**config.mk**
```make
export PLATFORM = sky130hd
export DESIGN_NAME = layer_sequencer
export DESIGN_NICKNAME = d
export VERILOG_FILES = /design/src/rtl/layer_sequencer_pkg.sv /design/src/rtl/layer_sequencer_seq_counter.sv /design/src/rtl/layer_sequencer.sv
export SDC_FILE = /design/constraint.sdc
export NUM_CORES = 1
export LEC_CHECK = 0
export ABC_AREA = 1
export ABC_CLOCK_PERIOD_IN_PS = 5900
export BUFFER_PORTS_ARGS = -buffer_cell sky130_fd_sc_hd__buf_2
export CAP_MARGIN = 20
export CORE_UTILIZATION = 50
export CTS_CLUSTER_DIAMETER = 120
export DETAILED_ROUTE_END_ITERATION = 12
export GPL_TIMING_DRIVEN = 0
export HOLD_SLACK_MARGIN = 0.06
export PLACE_DENSITY = 0.83
export SLEW_MARGIN = 20
export SYNTH_ARGS = -nofsm -noshare
export SYNTH_HDL_FRONTEND = slang
export SYNTH_SLANG_ARGS = --single-unit
```
**constraint.sdc**
```tcl
create_clock -name iCLK -period 5.9 [get_ports iCLK]
set_input_delay 1.18 -clock iCLK [delete_from_list [all_inputs] [get_ports iCLK]]
set_output_delay 1.18 -clock iCLK [all_outputs]
set_load 0.03 [all_outputs]
```
**src/rtl/layer_sequencer_pkg.sv**
```systemverilog
// Shared definitions for the layer run sequencer: state encoding and default widths.
package layer_sequencer_pkg;

    localparam int unsigned WV_DEF = 5;
    localparam int unsigned WS_DEF = 16;
    localparam int unsigned WE_DEF = 8;

    typedef enum logic [2:0] {
        IDLE  = 3'd0,
        ISSUE = 3'd1,
        FWD   = 3'd2,
        BWD   = 3'd3,
        NEXT  = 3'd4,
        DONE  = 3'd5
    } seqState_t;

endpackage

```
**src/rtl/layer_sequencer_seq_counter.sv**
```systemverilog
// Sample index / epoch counter pair with terminal-count flags against the latched limits.
module seq_counter
    import layer_sequencer_pkg::*;
#(
    parameter int unsigned WS = WS_DEF,
    parameter int unsigned WE = WE_DEF
) (
    input  logic          clk,
    input  logic          rstN,
    input  logic          clear,
    input  logic          incr,
    input  logic [WS-1:0] numSample,
    input  logic [WE-1:0] numEpoch,
    output logic [WS-1:0] idx,
    output logic [WE-1:0] epoch,
    output logic          lastIdx_c,
    output logic          lastEpoch_c
);

    assign lastIdx_c   = (idx == numSample - WS'(1));
    assign lastEpoch_c = (epoch == numEpoch - WE'(1));

    always_ff @(posedge clk or negedge rstN) begin
        if (!rstN) begin
            idx   <= '0;
            epoch <= '0;
        end else if (clear) begin
            idx   <= '0;
            epoch <= '0;
        end else if (incr) begin
            // index rolls over into the next epoch; the epoch itself never wraps within a run
            if (lastIdx_c) begin
                idx   <= '0;
                epoch <= epoch + WE'(1);
            end else begin
                idx <= idx + WS'(1);
            end
        end
    end

endmodule

```
**src/rtl/layer_sequencer.sv**
```systemverilog
// Run-level controller: issues samples, waits for forward (and backward) completion per pass.
// Optional: LAYER_SEQUENCER_LR_DECAY_EN halves the learning rate at each non-final epoch boundary.
module layer_sequencer #(
    parameter int unsigned WV = layer_sequencer_pkg::WV_DEF,
    parameter int unsigned WS = layer_sequencer_pkg::WS_DEF,
    parameter int unsigned WE = layer_sequencer_pkg::WE_DEF
) (
    input  logic          iCLK,
    input  logic          iRST,
    input  logic          iStart,
    input  logic          iAbort,
    input  logic          iTrain,
    input  logic [WS-1:0] iNumSample,
    input  logic [WE-1:0] iNumEpoch,
    input  logic [WV-1:0] iLR,
    output logic          oMode,
    output logic [WV-1:0] oLR,
    output logic          oValid_Sample,
    input  logic          iReady_Sample,
    output logic [WS-1:0] oSampleIdx,
    input  logic          iFwdDone,
    input  logic          iBwdDone,
    output logic          oBusy,
    output logic          oDone,
    output logic [WE-1:0] oEpoch
);

    import layer_sequencer_pkg::*;

    seqState_t     state;
    logic          trainQ;
    logic [WS-1:0] numSampleQ;
    logic [WE-1:0] numEpochQ;

    logic          cntClear;
    logic          cntIncr;
    logic [WS-1:0] cntIdx;
    logic          cntLastIdx;
    logic          cntLastEpoch;

`ifdef LAYER_SEQUENCER_LR_DECAY_EN
    logic          lrNonZero;
    logic [WV-1:0] lrHalf;
    assign lrHalf = oLR >> 1;
`endif

    assign cntClear = (state == IDLE) && iStart && !iAbort;
    assign cntIncr  = (state == NEXT) && !iAbort;

    seq_counter #(
        .WS(WS),
        .WE(WE)
    ) uCounter (
        .clk        (iCLK),
        .rstN       (iRST),
        .clear      (cntClear),
        .incr       (cntIncr),
        .numSample  (numSampleQ),
        .numEpoch   (numEpochQ),
        .idx        (cntIdx),
        .epoch      (oEpoch),
        .lastIdx_c  (cntLastIdx),
        .lastEpoch_c(cntLastEpoch)
    );

    always_ff @(posedge iCLK or negedge iRST) begin
        if (!iRST) begin
            state         <= IDLE;
            trainQ        <= 1'b0;
            numSampleQ    <= '0;
            numEpochQ     <= '0;
            oMode         <= 1'b0;
            oLR           <= '0;
            oValid_Sample <= 1'b0;
            oSampleIdx    <= '0;
            oBusy         <= 1'b0;
            oDone         <= 1'b0;
`ifdef LAYER_SEQUENCER_LR_DECAY_EN
            lrNonZero     <= 1'b0;
`endif
        end else if (iAbort) begin
            // mode and learning rate stay as they were
            state         <= IDLE;
            oValid_Sample <= 1'b0;
            oBusy         <= 1'b0;
            oDone         <= 1'b0;
        end else begin
            case (state)
                IDLE: begin
                    oDone <= 1'b0;
                    if (iStart) begin
                        trainQ     <= iTrain;
                        numSampleQ <= iNumSample;
                        numEpochQ  <= iNumEpoch;
                        oMode      <= iTrain;
                        oLR        <= iLR;
                        oSampleIdx <= '0;
                        oBusy      <= 1'b1;
`ifdef LAYER_SEQUENCER_LR_DECAY_EN
                        lrNonZero  <= (iLR != '0);
`endif
                        if ((iNumSample == '0) || (iTrain && (iNumEpoch == '0))) begin
                            state <= DONE;
                            oDone <= 1'b1;
                        end else begin
                            state         <= ISSUE;
                            oValid_Sample <= 1'b1;
                        end
                    end
                end
                ISSUE: begin
                    if (iReady_Sample) begin
                        oValid_Sample <= 1'b0;
                        state         <= FWD;
                    end
                end
                FWD: begin
                    if (iFwdDone) begin
                        state <= trainQ ? BWD : NEXT;
                    end
                end
                BWD: begin
                    if (iBwdDone) begin
                        state <= NEXT;
                    end
                end
                NEXT: begin
                    if (cntLastIdx && (!trainQ || cntLastEpoch)) begin
                        state <= DONE;
                        oDone <= 1'b1;
                    end else begin
                        state         <= ISSUE;
                        oValid_Sample <= 1'b1;
                        oSampleIdx    <= cntLastIdx ? '0 : cntIdx + WS'(1);
`ifdef LAYER_SEQUENCER_LR_DECAY_EN
                        if (cntLastIdx) begin
                            oLR <= ((lrHalf == '0) && lrNonZero) ? WV'(1) : lrHalf;
                        end
`endif
                    end
                end
                DONE: begin
                    oDone <= 1'b0;
                    oBusy <= 1'b0;
                    state <= IDLE;
                end
                default: begin
                    state         <= IDLE;
                    oValid_Sample <= 1'b0;
                    oBusy         <= 1'b0;
                    oDone         <= 1'b0;
                end
            endcase
        end
    end

endmodule

```
==> impl_metrics.yaml <==
routing:
  vias: 4618
  vias_per_cell: 5.254
  drt_iter0_markers: 260
  routed_wl_um: 11920
  dr.pass1.iters: 5
  ant_nets: 0
  drc: 0
  wire_per_inst_um: 13.56
die:
  std_cell_rows: 35
  core_mm2: 0.009284
  die_x_um: 100.1
  start_util: 0.5178
  ios: 70
  fp.dieH_um: 100.1
  die-area_mm2: 0.01001
yosys:
  ys.flop_type: "dfrtp_1"
  syn-num-nets: 705
  yosys_register_bits: 76
  yosysMostFrequentCell: "nand2_1"
  ys_seq_area_frac: 0.3956
  avgSynthCellArea_um2: 7.240
  synth.area.top_cells: "dfrtp_1, nand2_1, inv_1"
  synth_edf_count: 0
  synthArstFlopShare: 1.000
  netlist_instances: 664
  synth_top_area_cell: "dfrtp_1"
  yosys_warnings: 0
  synth_top_area_frac: 0.3956
  synth_commonest_cells: "nand2_1, inv_1, dfrtp_1"
  syn_area_mm2: 0.004807
  yosysUniqueCellTypes: 35
sta:
  tns_ps: 0
  setup_viol: 0
  drv_slew: 0
  period_share: 0.4129
  worst_pin_slew_ps: 512.7
  slew_headroom: 0.6582
  hold_viol: 0
  fmax_mhz: 410.5
  min_period_ps: 2436
  clock_skew_ps: 7.844
  rsz0062_at_grt: "false"
  fin_ws_ps: 3464
placed_design:
  io_buffer_count: 69
  dp_hpwl_um: 9164
  place_congestion: 0.8973
  dp_slack_ps: 3151
grt:
  grt_pass1_wl_um: 20670
  grt.overflow.total: 0
  antenna_found_initial: 0
  grt_pass1_vias: 4547
  grt_usage: 0.2601
  grt_start_max_net_pins: 42
final_layout:
  antenna_cells: 0
  drive_above_1_share: 0.1760
  finalNetCount: 786
  syn_to_final_growth_pct: 15.04
  fill_cells: 897
  multi_input_area_mm2: 0.002480
  register_area_mm2: 0.001902
run_status:
  status: "completed"
setup_path:
  cp_max_fo: 7
  cp-end-kind: "flop"
  cp-start-kind: "flop"
  path_class: "flop to flop"
  cp.required_ps: 6130
  crit_arrival_ps: 2670
pwr:
  pwr-share-comb: 0.473
  switching_share: 0.4675
  p_seq_frac: 0.348
  clock_power_share: 0.179
  p_int_mw: 1.220
  power_density_mw_per_mm2: 414.2
  p_leak_nw: 3.027
  p_switching_mw: 1.071
  vdd_ir_drop_max_v: 0.0002098
flow_run:
  maxCapViolCount: 0
clock_tree:
  post_cts_buffers: 0
  clock_sinks: 76
  clkTransAtPathRegs_ps: 80
  cts_buffers: 9
  cts_resized: 0
  postCtsHoldBufs: 0
  cts_tree: "built"
  h-tree-depth: 3
  clk_latency_ps: 350
  cts_root_buf: "clkbuf_8"
  clockBufferDepth: 2
hold_path:
  hold_class: "flop to flop"
metrics by stage:
step	cell area [um^2]	power [mW]	util	std cells	hold slack, ps
floorplan	4807	1.620	-	664	472.2
global placement	5314	1.823	0.5724	862	452.1
detailed placement	5336	1.875	0.5748	863	452.9
CTS	5530	2.291	0.5957	879	472.5
global route	5530	2.479	0.5957	879	498.3
finish	5530	2.291	0.5957	879	470.2
cell type report:
type / count / share of cell area
Buffer: 12 / 0.01176
Clock buffer: 12 / 0.02624
Clock inverter: 4 / 0.008824
Inverter: 96 / 0.06516
Multi-Input combinational cell: 480 / 0.4484
Sequential cell: 76 / 0.3439
Tap cell: 129 / 0.02919
Timing Repair Buffer: 70 / 0.06652
cell families (layout without fill, tap and decap cells):
logic type / Yosys count / count (layout) / share of synthesized area
DFF: 76 / 76 / 0.3956
AOI/OAI and AO/OA: 59 / 59 / 0.06429
adders and majority gates: 4 / 4 / 0.01041
xor gates and xnor gates: 32 / 32 / 0.05987
buffers and inverters: 108 / 194 / 0.08849
and+or+nand+nor: 385 / 385 / 0.3813
flip-flops by register name (all words and copies together) (netlist names):
| signal | flops |
|---|---|
| oBusy | 1 |
| numSampleQ | 16 |
| state | 3 |
| oValid_Sample | 1 |
| oLR | 5 |
| trainQ | 1 |
| uCounter.epoch | 8 |
| oSampleIdx | 16 |
| uCounter.idx | 16 |
| numEpochQ | 8 |
| oDone | 1 |
power by group through the flow:
stage | Combinational (mW) | Clock [mW] | Sequential [mW]
final | 1.08 | 0.410 | 0.798
after global routing | 1.23 | 0.432 | 0.815
after CTS | 1.08 | 0.413 | 0.796
after detailed placement | 1.07 | 0 | 0.801
after global placement | 1.03 | 0 | 0.797
after floorplan | 0.787 | 0 | 0.833
worst paths after layout:
kind                                      from          endpoint  slack, ps  cells after the start
worst min-delay path            oSampleIdx[11]    oSampleIdx[11]        470                      2
min in group asynchronous                 iRST     numSampleQ[0]        780                      1
worst max-delay path             numSampleQ[0]   uCounter.idx[8]       3460                     11
worst max register to register   numSampleQ[0]   uCounter.idx[8]       3460                     11
worst min register to register  oSampleIdx[11]    oSampleIdx[11]        470                      2
max in group asynchronous                 iRST  uCounter.idx[14]       4530                      2
metal layers:
metal,wire length [um],vias to the layer above,global-route usage
met5,0,-,0
met4,273,0,0.09253
met3,570,22,0.05153
met2,5949,136,0.4568
met1,5130,2197,0.3186
li1,-,2263,-
critical path, cell delays in order (launching register included):
cell and delay (ps):
dfrtp_1 420, inv_2 140, ha_1 260, nand3_4 140
nor2_1 250, xor2_1 240, xor2_1 180, nand2_1 80
nor2_1 90, nand3_1 220, nand3_1 190, o21ai_0 100
layout by cell type (no fill, tap or decap), drive strengths merged:
cell / synthesis / final
bufinv: 0 / 1
inv: 95 / 95
o22ai: 2 / 2
a21boi: 1 / 1
xor2: 26 / 26
nand4: 25 / 25
clkinv: 1 / 4
nor3: 8 / 8
clkbuf: 8 / 20
nor2: 64 / 64
o21a: 1 / 1
nand3: 62 / 62
o31ai: 1 / 1
o21ai: 46 / 46
o32ai: 1 / 1
buf: 4 / 74
and2: 1 / 1
nand3b: 5 / 5
nand2: 216 / 216
a21oi: 7 / 7
dfrtp: 76 / 76
xnor2: 6 / 6
nor3b: 3 / 3
nor4: 1 / 1
ha: 4 / 4
Power figures use the tool's default switching activity.
